$ cat src/rtl/therm_n1_memory_arbiter.sv
// Arbitrates the single memory port between fetch (read-only) and LSU (read/write).
// Optional THERM_N1_ARB_ROUND_ROBIN_EN: alternate winners on contention instead of LSU priority.
module therm_n1_memory_arbiter #(
  parameter int unsigned ADDR_WIDTH  = 64,
  parameter int unsigned DATA_WIDTH  = 64,
  parameter int unsigned MEM_LATENCY = 1
) (
  input  logic                  i_clock,
  input  logic                  i_reset_neg,
  input  logic                  i_fetch_req,
  input  logic [ADDR_WIDTH-1:0] i_fetch_address,
  output logic                  o_fetch_grant,
  output logic                  o_fetch_rvalid,
  output logic [DATA_WIDTH-1:0] o_fetch_rdata,
  input  logic                  i_lsu_req,
  input  logic                  i_lsu_write,
  input  logic [ADDR_WIDTH-1:0] i_lsu_address,
  input  logic [DATA_WIDTH-1:0] i_lsu_wdata,
  output logic                  o_lsu_grant,
  output logic                  o_lsu_rvalid,
  output logic [DATA_WIDTH-1:0] o_lsu_rdata,
  output logic                  o_mem_chip_enable,
  output logic                  o_mem_write_enable,
  output logic [ADDR_WIDTH-1:0] o_mem_address,
  output logic [DATA_WIDTH-1:0] o_mem_data_store,
  input  logic [DATA_WIDTH-1:0] i_mem_data_load,
  output logic                  o_busy
);

  localparam int unsigned CNT_W = 4;

  typedef enum logic [1:0] {S_IDLE, S_ACCESS, S_WAIT, S_RESP} state_t;

  state_t                r_state, w_state_nxt;
  logic [CNT_W-1:0]      r_cnt, w_cnt_nxt;
  logic                  r_owner_lsu, w_owner_lsu;
  logic                  r_write, w_write;
  logic                  w_arb_ok, w_pick_lsu, w_pick_fetch;
  logic                  w_fetch_grant, w_lsu_grant, w_fetch_rvalid, w_lsu_rvalid;
  logic                  w_ce, w_we, w_busy;
  logic [ADDR_WIDTH-1:0] w_addr;
  logic [DATA_WIDTH-1:0] w_store, w_fetch_rdata, w_lsu_rdata;
`ifdef THERM_N1_ARB_ROUND_ROBIN_EN
  logic                  r_last_lsu, w_last_lsu;
`endif

  // Winner selection among live requests.
  always_comb begin
`ifdef THERM_N1_ARB_ROUND_ROBIN_EN
    w_pick_lsu = i_lsu_req && (!i_fetch_req || !r_last_lsu);
`else
    w_pick_lsu = i_lsu_req;
`endif
    w_pick_fetch = i_fetch_req && !w_pick_lsu;
  end

  // Next state and next registered outputs; grant is issued one cycle before ACCESS.
  always_comb begin
    w_state_nxt    = r_state;
    w_cnt_nxt      = r_cnt;
    w_owner_lsu    = r_owner_lsu;
    w_write        = r_write;
    w_arb_ok       = 1'b0;
    w_fetch_grant  = 1'b0;
    w_lsu_grant    = 1'b0;
    w_fetch_rvalid = 1'b0;
    w_lsu_rvalid   = 1'b0;
    w_ce           = 1'b0;
    w_we           = 1'b0;
    w_addr         = o_mem_address;
    w_store        = o_mem_data_store;
    w_fetch_rdata  = o_fetch_rdata;
    w_lsu_rdata    = o_lsu_rdata;
`ifdef THERM_N1_ARB_ROUND_ROBIN_EN
    w_last_lsu     = r_last_lsu;
`endif
    case (r_state)
      S_IDLE: begin
        if (o_fetch_grant || o_lsu_grant) begin
          w_state_nxt = S_ACCESS;
          w_owner_lsu = o_lsu_grant;
          w_write     = o_lsu_grant && i_lsu_write;
          w_addr      = o_lsu_grant ? i_lsu_address : i_fetch_address;
          w_store     = o_lsu_grant ? i_lsu_wdata : '0;
          w_ce        = 1'b1;
          w_we        = o_lsu_grant && i_lsu_write;
        end else begin
          w_arb_ok = 1'b1;
        end
      end
      S_ACCESS: begin
        if (r_write) begin
          w_state_nxt = S_RESP;
        end else begin
          w_state_nxt = S_WAIT;
          w_cnt_nxt   = CNT_W'(MEM_LATENCY);
        end
      end
      S_WAIT: begin
        w_cnt_nxt = r_cnt - CNT_W'(1);
        if (r_cnt == CNT_W'(1)) begin
          w_state_nxt = S_RESP;
          if (r_owner_lsu) w_lsu_rdata = i_mem_data_load;
          else             w_fetch_rdata = i_mem_data_load;
        end
      end
      default: begin
        w_state_nxt = S_IDLE;
        w_arb_ok    = 1'b1;
      end
    endcase

    if (w_arb_ok) begin
      w_lsu_grant   = w_pick_lsu;
      w_fetch_grant = w_pick_fetch;
`ifdef THERM_N1_ARB_ROUND_ROBIN_EN
      if (w_pick_lsu || w_pick_fetch) w_last_lsu = w_pick_lsu;
`endif
    end

    w_fetch_rvalid = (w_state_nxt == S_RESP) && (r_state != S_RESP) && !w_owner_lsu;
    w_lsu_rvalid   = (w_state_nxt == S_RESP) && (r_state != S_RESP) && w_owner_lsu;
    w_busy         = (w_state_nxt != S_IDLE);
  end

  // State and output registers.
  always_ff @(posedge i_clock or negedge i_reset_neg) begin
    if (!i_reset_neg) begin
      r_state            <= S_IDLE;
      r_cnt              <= '0;
      r_owner_lsu        <= 1'b0;
      r_write            <= 1'b0;
      o_fetch_grant      <= 1'b0;
      o_lsu_grant        <= 1'b0;
      o_fetch_rvalid     <= 1'b0;
      o_lsu_rvalid       <= 1'b0;
      o_fetch_rdata      <= '0;
      o_lsu_rdata        <= '0;
      o_mem_chip_enable  <= 1'b0;
      o_mem_write_enable <= 1'b0;
      o_mem_address      <= '0;
      o_mem_data_store   <= '0;
      o_busy             <= 1'b0;
`ifdef THERM_N1_ARB_ROUND_ROBIN_EN
      r_last_lsu         <= 1'b1;
`endif
    end else begin
      r_state            <= w_state_nxt;
      r_cnt              <= w_cnt_nxt;
      r_owner_lsu        <= w_owner_lsu;
      r_write            <= w_write;
      o_fetch_grant      <= w_fetch_grant;
      o_lsu_grant        <= w_lsu_grant;
      o_fetch_rvalid     <= w_fetch_rvalid;
      o_lsu_rvalid       <= w_lsu_rvalid;
      o_fetch_rdata      <= w_fetch_rdata;
      o_lsu_rdata        <= w_lsu_rdata;
      o_mem_chip_enable  <= w_ce;
      o_mem_write_enable <= w_we;
      o_mem_address      <= w_addr;
      o_mem_data_store   <= w_store;
      o_busy             <= w_busy;
`ifdef THERM_N1_ARB_ROUND_ROBIN_EN
      r_last_lsu         <= w_last_lsu;
`endif
    end
  end

endmodule

$ cat config.mk
export PLATFORM = sky130hd
export DESIGN_NAME = therm_n1_memory_arbiter
export DESIGN_NICKNAME = d
export VERILOG_FILES = /design/src/rtl/therm_n1_memory_arbiter.sv
export SDC_FILE = /design/constraint.sdc
export NUM_CORES = 1
export LEC_CHECK = 0
export ABC_AREA = 1
export CORE_AREA = 2 2 206 208
export DETAILED_ROUTE_END_ITERATION = 8
export DIE_AREA = 0 0 208 210
export PLACE_DENSITY = 0.59
export SYNTH_ARGS = -nofsm -noshare
export SYNTH_HDL_FRONTEND = slang
export SYNTH_SLANG_ARGS = --single-unit
$ cat constraint.sdc
create_clock -name i_clock -period 4.17 [get_ports i_clock]
set_clock_uncertainty 0.1 [all_clocks]
set_input_delay 0.417 -clock i_clock [delete_from_list [all_inputs] [get_ports i_clock]]
set_output_delay 0.417 -clock i_clock [all_outputs]
set_load 0.005 [all_outputs]
==> impl.org, run 1 <==
** GRT
- The number of antenna violations at the first check in global routing is 0.
- Wire length of the first global-routing pass :: 57200 um
- Global routing met1 resource utilization :: 0.199
- For this run, global-route usage on met3 was measured as 0.0568.
- GR Util All Layers :: 0.166
- For met2 alone, demand over resource in global routing was 0.278.
- Number of global-route vias before repair :: approximately 10000
- Entering global routing, the biggest net connects 129 pins.
- The layer flagged by global routing as most heavily used is met2.
- After global routing the overflow that remains totals 0.

** Route
- The count of nets left with antenna violations once routing finished came out at 0.
- Vias per cell :: 4.29
- Vias post-DR :: between 9000 and 10000
- Count of routing violations after the opening detailed-route iteration :: between 500 and 600
- Before antenna repair, the detailed router went through 5 iterations.
- Wirelength per Cell :: around 16 um
- DRC violations left :: 0
- Total Wirelength :: between 30000 and 40000 um

** Pwr
- The share of total power dissipated in the clock network is 0.227.
- Across the VDD grid, the largest voltage drop is between 0.0003 and 0.0004 V.
- The internal portion of the total power is between 0.008 and 0.009 W.
- Logic gate share of total power :: 0.419
- Switching power share of the total :: 0.335
- Power per cell area :: between 700 and 800 nW/um2
- Switching power :: approximately 0.0045 W
- The share of total power dissipated in sequential elements is 0.354.
- For this design the static power due to leakage is approximately 8.5 nW.

** CTS
- Clock insertion delay at the later pin of the skew report :: approximately 0.53 ns
- TritonCTS built the clock tree.
- Gates resized during post-CTS repair numbered 0.
- Maximum clock insertion buffer count :: 3
- Clock transition at the register clock pins on the worst setup and hold paths after CTS :: around 0.06 ns
- Buffers inserted to repair hold after CTS numbered 1.
- The tree is rooted in a clkbuf_16.
- Clock buffers created by TritonCTS :: 34
- The tree built by TritonCTS fans out to ~270 sinks.
- Buffers added to address setup during post-CTS repair amount to 0.
- Depth of the CTS H-tree :: 2

** Timing
- Setup repair after global routing left no endpoint under its margin.
- Final setup viols :: 0
- Subtracting the final worst setup slack from the clock period gives ~2.7 ns.
- Max Slew Vio Count :: 0
- Measured against its own limit, the worst slew margin works out to 0.242.
- Final Hold Fails :: 0
- Fin Setup TNS :: 0 ns
- Maximum achievable frequency :: between 0.3 and 0.4 GHz
- Final worst-path cycle share :: 0.640
- At the pin with the least slew margin, the transition time is between 1 and 1.5 ns.

** Yosys
- Gate Count Post-Synth :: roughly 1200
- For this run, the number of Yosys warnings is 0.
- Netlist area before placement :: approximately 11000 um2
- Post-Synthesis Net Count :: roughly 1500
- Seq cells post-synth :: 271
- The share of the Yosys chip area taken by registers is 0.618.
- Post-synthesis area per instance :: around 9 um2
- The synthesized netlist contains 18 unique library cells.

** Worst setup path
- STA classifies the critical path startpoint as a register.
- For the worst setup path, the data required time is around 4.5 ns.
- Maximum fanout count along the critical path :: 27
- The worst setup path is captured at a register.
- Crit Path Category :: reg2reg
- Arrival time at the worst endpoint :: around 3.0 ns
- Counting cells, the worst reg-to-reg path comes to 6.

** Die
- Floorplan row count :: between 70 and 80
- In this run the standard cell core region covers 41500 um2.
- Boundary Pins :: about 520
- The die covers between 40000 and 50000 um2.
- Initial Utilization :: 0.265
- Chip height :: about 210 um
- Horiz. Die Dim :: around 210 um

** Placement
- GPL Wtd Cong :: 0.881
- The wire-length estimate of the detail-placed layout is around 27000 um.
- In this run the tool buffered the top-level ports with between 500 and 600 buffer cells.
- Summing all placed instances gives a cell area of roughly 17000 um2.
- The number of placed instances, taps included, is roughly 2200.

** Finish
- Post-route design area :: between 15000 and 20000 um2
- Antenna Cells :: 0
- For this run, the post-layout net count is approximately 2000.
- Leaving out filler cells and counting taps, the final layout contains between 2000 and 2500.
- The area growth from synthesis to layout is 63.0%.
- Fraction of final layout cells sized beyond drive strength 1 :: 0.0414

** Outcome
- Status :: finished, final reports clean

** Worst hold path
- In this run the worst hold path is classified as in2reg.
- Number of cells traversed by the worst hold path :: 3

** Run
- Max-cap violations in this run came to 0.
-- area by class of cell --
cell class,instances,area [um2]
fill,4097,23600
sequential,271,6790
clock inverter,12,161
timing repair buffer,538,5410
inverter,143,539
tap,539,674
multi-input combinational,753,3320
clock buffer,48,995
-- sequential cells by signal, indices dropped and copies added (netlist names), 2 cells and up --
name              flops
r_cnt                 4
o_fetch_rdata        64
o_mem_address        64
r_state               2
o_lsu_rdata          64
o_mem_data_store     64
-- cells in the final DEF, fill, tap and decap left out, types with 2 or more instances in the layout --
master	Yosys	routed
buf_12	0	4
buf_4	0	10
bufinv_16	0	3
clkbuf_1	46	6
clkbuf_16	0	35
clkbuf_8	0	7
clkdlybuf4s50_1	0	522
clkinv_2	0	6
clkinv_8	0	2
dfrtp_1	271	270
ha_1	7	6
inv_1	142	142
nand2_1	400	400
nand3_1	67	67
nand4_1	2	2
nor2_1	13	13
o21ai_0	254	254
o21ai_1	6	6
-- routing by layer --
metal / vias to the layer above / routed length (um)
li1: 4905 / -
met1: 4560 / 14900
met2: 360 / 17800
met3: 52 / 3140
met4: 0 / 900
met5: - / 0
-- metrics by stage --
stage          total power [W]  setup WS [ns]  hold slack [ns]   util
2_1_floorplan          0.00679           2.50           0.0214      -
6_report                0.0133           1.50            0.342  0.431
4_1_cts                 0.0135           1.41            0.296  0.431
5_1_grt                 0.0143           1.10            0.331  0.431
3_5_place_dp            0.0104           1.45            0.362  0.403
3_3_place_gp            0.0103           1.51            0.353  0.403
-- worst paths after layout --
path                                                        end                       startpoint  slack [ns]
worst min-delay path            o_mem_data_store[4]$_DFFE_PN0P_                   i_lsu_wdata[4]        0.34
worst max-delay path              o_fetch_rdata[62]$_DFFE_PN0P_             r_state[0]$_DFF_PN0_        1.50
min in group asynchronous         o_mem_address[40]$_DFFE_PN0P_                      i_reset_neg        0.38
worst max register to register    o_fetch_rdata[62]$_DFFE_PN0P_             r_state[0]$_DFF_PN0_        1.50
worst min register to register  o_mem_data_store[2]$_DFFE_PN0P_  o_mem_data_store[2]$_DFFE_PN0P_        0.37
max in group asynchronous                 o_lsu_grant$_DFF_PN0_                      i_reset_neg        2.57
-- cells in the mapped netlist --
cell	instances	area share
buf_6	2	0.0021
nand3_2	1	0.00091
ha_1	7	0.0080
o21ai_1	6	0.0027
inv_1	142	0.049
nand3_1	67	0.031
inv_2	1	0.00034
dfrtp_1	271	0.62
a21o_1	1	0.00068
o21ai_0	254	0.12
buf_2	24	0.011
buf_1	5	0.0017
nand2_1	400	0.14
xnor2_1	1	0.00080
nor2_1	13	0.0044
nand4_1	2	0.0011
o22ai_1	1	0.00057
clkbuf_1	46	0.016
-- critical path, cell delays in order, from the launching register on --
cell and delay, ns:
dfrtp_1 0.43, inv_1 0.11, ha_1 0.25, nand4_1 0.91, buf_4 0.56, nand2_1 0.09, o21ai_0 0.08
-- logic make-up (layout without fill, tap and decap cells) --
group	Yosys count	in the layout	synth area share
AND/OR/NAND/NOR	483	483	0.174
flip-flops	271	271	0.618
AO/OA/AOI/OAI	262	262	0.120
buffers and inverters	220	741	0.0794
adder cells (fa/ha/maj)	7	7	0.00798
XOR/XNOR	1	1	0.000798
-- power by group through the flow --
| stage | Clock (W) | Sequential [W] | Combinational [W] |
|---|---|---|---|
| after detailed placement | 0 | 0.00473 | 0.00565 |
| after CTS | 0.00313 | 0.00472 | 0.00567 |
| after floorplan | 0 | 0.00470 | 0.00209 |
| final | 0.00302 | 0.00470 | 0.00556 |
| after global routing | 0.00321 | 0.00487 | 0.00620 |
| after global placement | 0 | 0.00471 | 0.00559 |
(Power assumes the default switching activity.)
==> run 2, diff against run 1 <==
PLACE_DENSITY = 0.61   (was 0.59)
clock period = 2.2 ns   (was 4.17 ns; I/O delays follow)
==> impl.org, run 2 (synthesized netlist as in run 1, its figures left out) <==
** Worst setup path
- Stage delay of the slowest cell on the critical path :: 0.54 ns (-0.37 ns)
- The slowest stage of the critical path belongs to the cell clkdlybuf4s50_1.
- The critical path goes through buf_16 -> clkdlybuf4s50_1.
- Worst Path Required :: 1.88 ns (-2.59 ns)
- On the critical path the largest part of the delay comes from buffers and inverters.
- The critical path in this run is classified as reg2out.
- The worst setup path is captured at an output pin.
- Maximum fanout count along the critical path :: 50 (+85%)
- The data arrival time of the critical path is 1.75 ns (-1.23 ns).
- Number of buffers and inverters on the critical path :: 2 (unchanged)
- The worst setup path is launched from a register.
- The number of cells traversed by the worst register-to-register path came to 7 (+1).
- Critical Path Stages :: 2 (-4)

** Run
- Max-capacitance violation count :: 0 (unchanged)

** Finish
- Most common library cell in the layout ignoring fill and taps :: clkdlybuf4s50_1
- The area used by multi-input combinational logic is 3320 um2 (unchanged).
- Fraction of final layout cells sized beyond drive strength 1 :: 0.0522 (+0.0109)
- The area used by sequential logic in the layout was 6790 um2 (unchanged).
- Relative to the synthesized area, the layout overhead comes to 64.5%.
- The layout filler cell count came to 4067 (-0.73%).
- The count of non-filler cells in the finished layout was 2322 (+0.78%).
- Total Nets Final :: 2025 (+0.80%)
- Highest-count cells in the layout ignoring fill and taps :: 522 x clkdlybuf4s50_1, 400 x nand2_1, 270 x dfrtp_1

** Placement
- Cells after DPL :: 2259 (+0.71%)
- GPL Wtd Cong :: 0.867 (-1.6%)
- The worst slack at placement is 0.345 ns (-1.10 ns).
- Post-detailed-placement half-perimeter wirelength :: 27500 um (+3.1%)
- Count of input and output buffers :: 523 (unchanged)

** Timing
- The transition time of the tightest slew-check pin was 0.621 ns (-0.512 ns).
- The worst slew slack as a fraction of its limit was 0.586 (+0.344).
- For the finished layout, the period the worst path requires is around 2.1 ns.
- Max Slew Vio Count :: 0 (unchanged)
- The final hold violation count came to 0 (unchanged).
- Maximum achievable frequency :: 0.483 GHz
- Fin Setup TNS :: 0 ns (unchanged)
- The final number of setup-violating endpoints was 0 (unchanged).
- The worst-case hold slack is 0.100 ns (-0.241 ns).
- Setup repair after global routing left no endpoint under its margin.
- The worst path setup slack after routing came to 0.128 ns (-1.37 ns).
- Final worst-path cycle share :: 0.942

** Die
- The total die area was 43700 um2 (unchanged).
- Boundary Pins :: 524 (unchanged)
- The initial core utilization was 0.265 (unchanged).
- Floorplan row count :: 75 (unchanged)
- Placeable core region :: 41500 um2 (unchanged)
- The overall die width came to 208 um (unchanged).
- The die outline height was 210 um (unchanged).

** Route
- Post-detailed-route count of antenna-violating nets :: 0 (unchanged)
- The first-pass iteration count of the detailed router came to 5 (unchanged).
- Total Wirelength :: 37300 um (+1.3%)
- The DRC violations left was 0 (unchanged).
- The violation count after the first detailed-routing iteration is 491 (-8.2%).
- The average wire per standard cell came to 16.0 um (+0.56%).
- Vias post-DR :: 10046 (+1.7%)
- Vias per cell :: 4.33 (+0.92%)

** CTS
- Root Buffer :: clkbuf_16
- The clock slew seen by the registers of the worst setup and hold paths was 0.06 ns (about the same).
- Clock tree from TritonCTS :: built
- Depth of the CTS H-tree :: 1 (-1)
- Clock insertion delay at the later pin of the skew report :: 0.56 ns (+0.03 ns)
- The clock sink count was 271 (unchanged).
- The total clock buffers created by CTS came to 31 (-8.8%).
- Maximum clock insertion buffer count :: 3 (unchanged)

** Pwr
- Switching power :: 0.00850 W (+91%)
- The worst vdd rail ir drop came to 0.000666 V (+86%).
- The sequential group share of total power was 0.351 (-0.003).
- The part of the power in the clock network was 0.209 (-0.018).
- Internal cell power :: 0.0166 W (+87%)
- Power per cell area :: 1390 nW/um2 (+87%)
- The static leakage is 8.58 nW (+1.1%).
- The proportion of total power due to net switching came to 0.339 (+0.00397).
- The relative contribution of combinational cells to total power came to 0.440 (+0.021).

** Worst hold path
- Type of the tightest min-delay check :: in2reg
- Number of cells traversed by the worst hold path :: 3 (unchanged)

** GRT
- Number of antenna violations at the first check in global routing :: 2 (+2)
- Wire length of the first global-routing pass :: 58500 um (+2.1%)
- The total congestion overflow after global routing was 0 (unchanged).
- The pin count of the biggest net entering global routing was 83 (-36%).
- GR Util All Layers :: 0.168 (+0.00254)
- The number of global-route vias before repair came to 10353 (+3.5%).

** Outcome
- Status :: finished, final reports clean
-- run 2: changes by cell type in the layout (fill, tap and decap cells not counted) --
cell | before | now
buf_12 | 4 | 11
buf_16 | 0 | 1
buf_4 | 10 | 20
bufbuf_16 | 0 | 1
clkbuf_1 | 6 | 2
clkbuf_16 | 35 | 31
clkbuf_8 | 7 | 3
clkinv_2 | 6 | 9
clkinv_4 | 1 | 2
clkinv_8 | 2 | 1
clkinvlp_4 | 0 | 3
diode_2 | 0 | 2
inv_6 | 0 | 3
-- run 2: layout make-up --
class,instances,area share
diodes,2,0.000277
clock inverters,21,0.0121
flip-flops and latches,271,0.376
inverters,143,0.0299
clock buffers,36,0.0457
repair buffers,557,0.315
well taps,539,0.0374
multi-input cells,753,0.184
-- run 2: routing by layer --
metal | wire length (um) | up-vias | GRT usage
met1 | 14900 | 4681 | 0.197
met4 | 1200 | 0 | 0.0545
met2 | 17800 | 360 | 0.286
li1 | - | 4939 | -
met5 | 0 | - | 0
met3 | 3390 | 66 | 0.0608
-- run 2: worst paths after layout --
path / startpoint / endpoint / slack (ns)
setup / recovery: o_lsu_grant$_DFF_PN0_ / o_lsu_grant / 0.13
hold / removal: i_fetch_req / o_fetch_grant$_DFF_PN0_ / 0.10
setup reg to reg: r_state[0]$_DFF_PN0_ / o_mem_address[32]$_DFFE_PN0P_ / 0.34
hold reg to reg: o_mem_data_store[14]$_DFFE_PN0P_ / o_mem_data_store[14]$_DFFE_PN0P_ / 0.37
max in group asynchronous: i_reset_neg / o_fetch_rdata[49]$_DFFE_PN0P_ / 1.15
min in group asynchronous: i_reset_neg / o_lsu_rdata[8]$_DFFE_PN0P_ / 0.13
-- run 2: power groups by stage --
stage                     logic (W)  clock network, W  registers, W
after global routing         0.0122           0.00562       0.00910
after CTS                    0.0112           0.00542       0.00880
after floorplan             0.00396                 0       0.00891
after detailed placement     0.0110                 0       0.00887
after global placement       0.0108                 0       0.00883
final                        0.0110           0.00524       0.00879
-- run 2: tightest hold or removal path, cell delays in order --
cell	delay, ns
clkdlybuf4s50_1	0.40
nand2_1	0.06
nor2_1	0.04
-- run 2: timing repair --
item / in CTS / in global routing
gates resized for setup: 1 / 0
endpoints found under the hold margin: 61 / 0
hold buffers: 1 / 0
setup endpoints to repair: 1 / 0
setup buffers: 2 / 0
-- run 2: stage by stage --
| step | power [W] | utilization | cell area [um2] |
|---|---|---|---|
| floorplan | 0.0129 | - | 11000 |
| global placement | 0.0196 | 0.408 | 16900 |
| detailed placement | 0.0199 | 0.408 | 16900 |
| CTS | 0.0254 | 0.435 | 18000 |
| global route | 0.0270 | 0.435 | 18000 |
| finish | 0.0251 | 0.435 | 18000 |
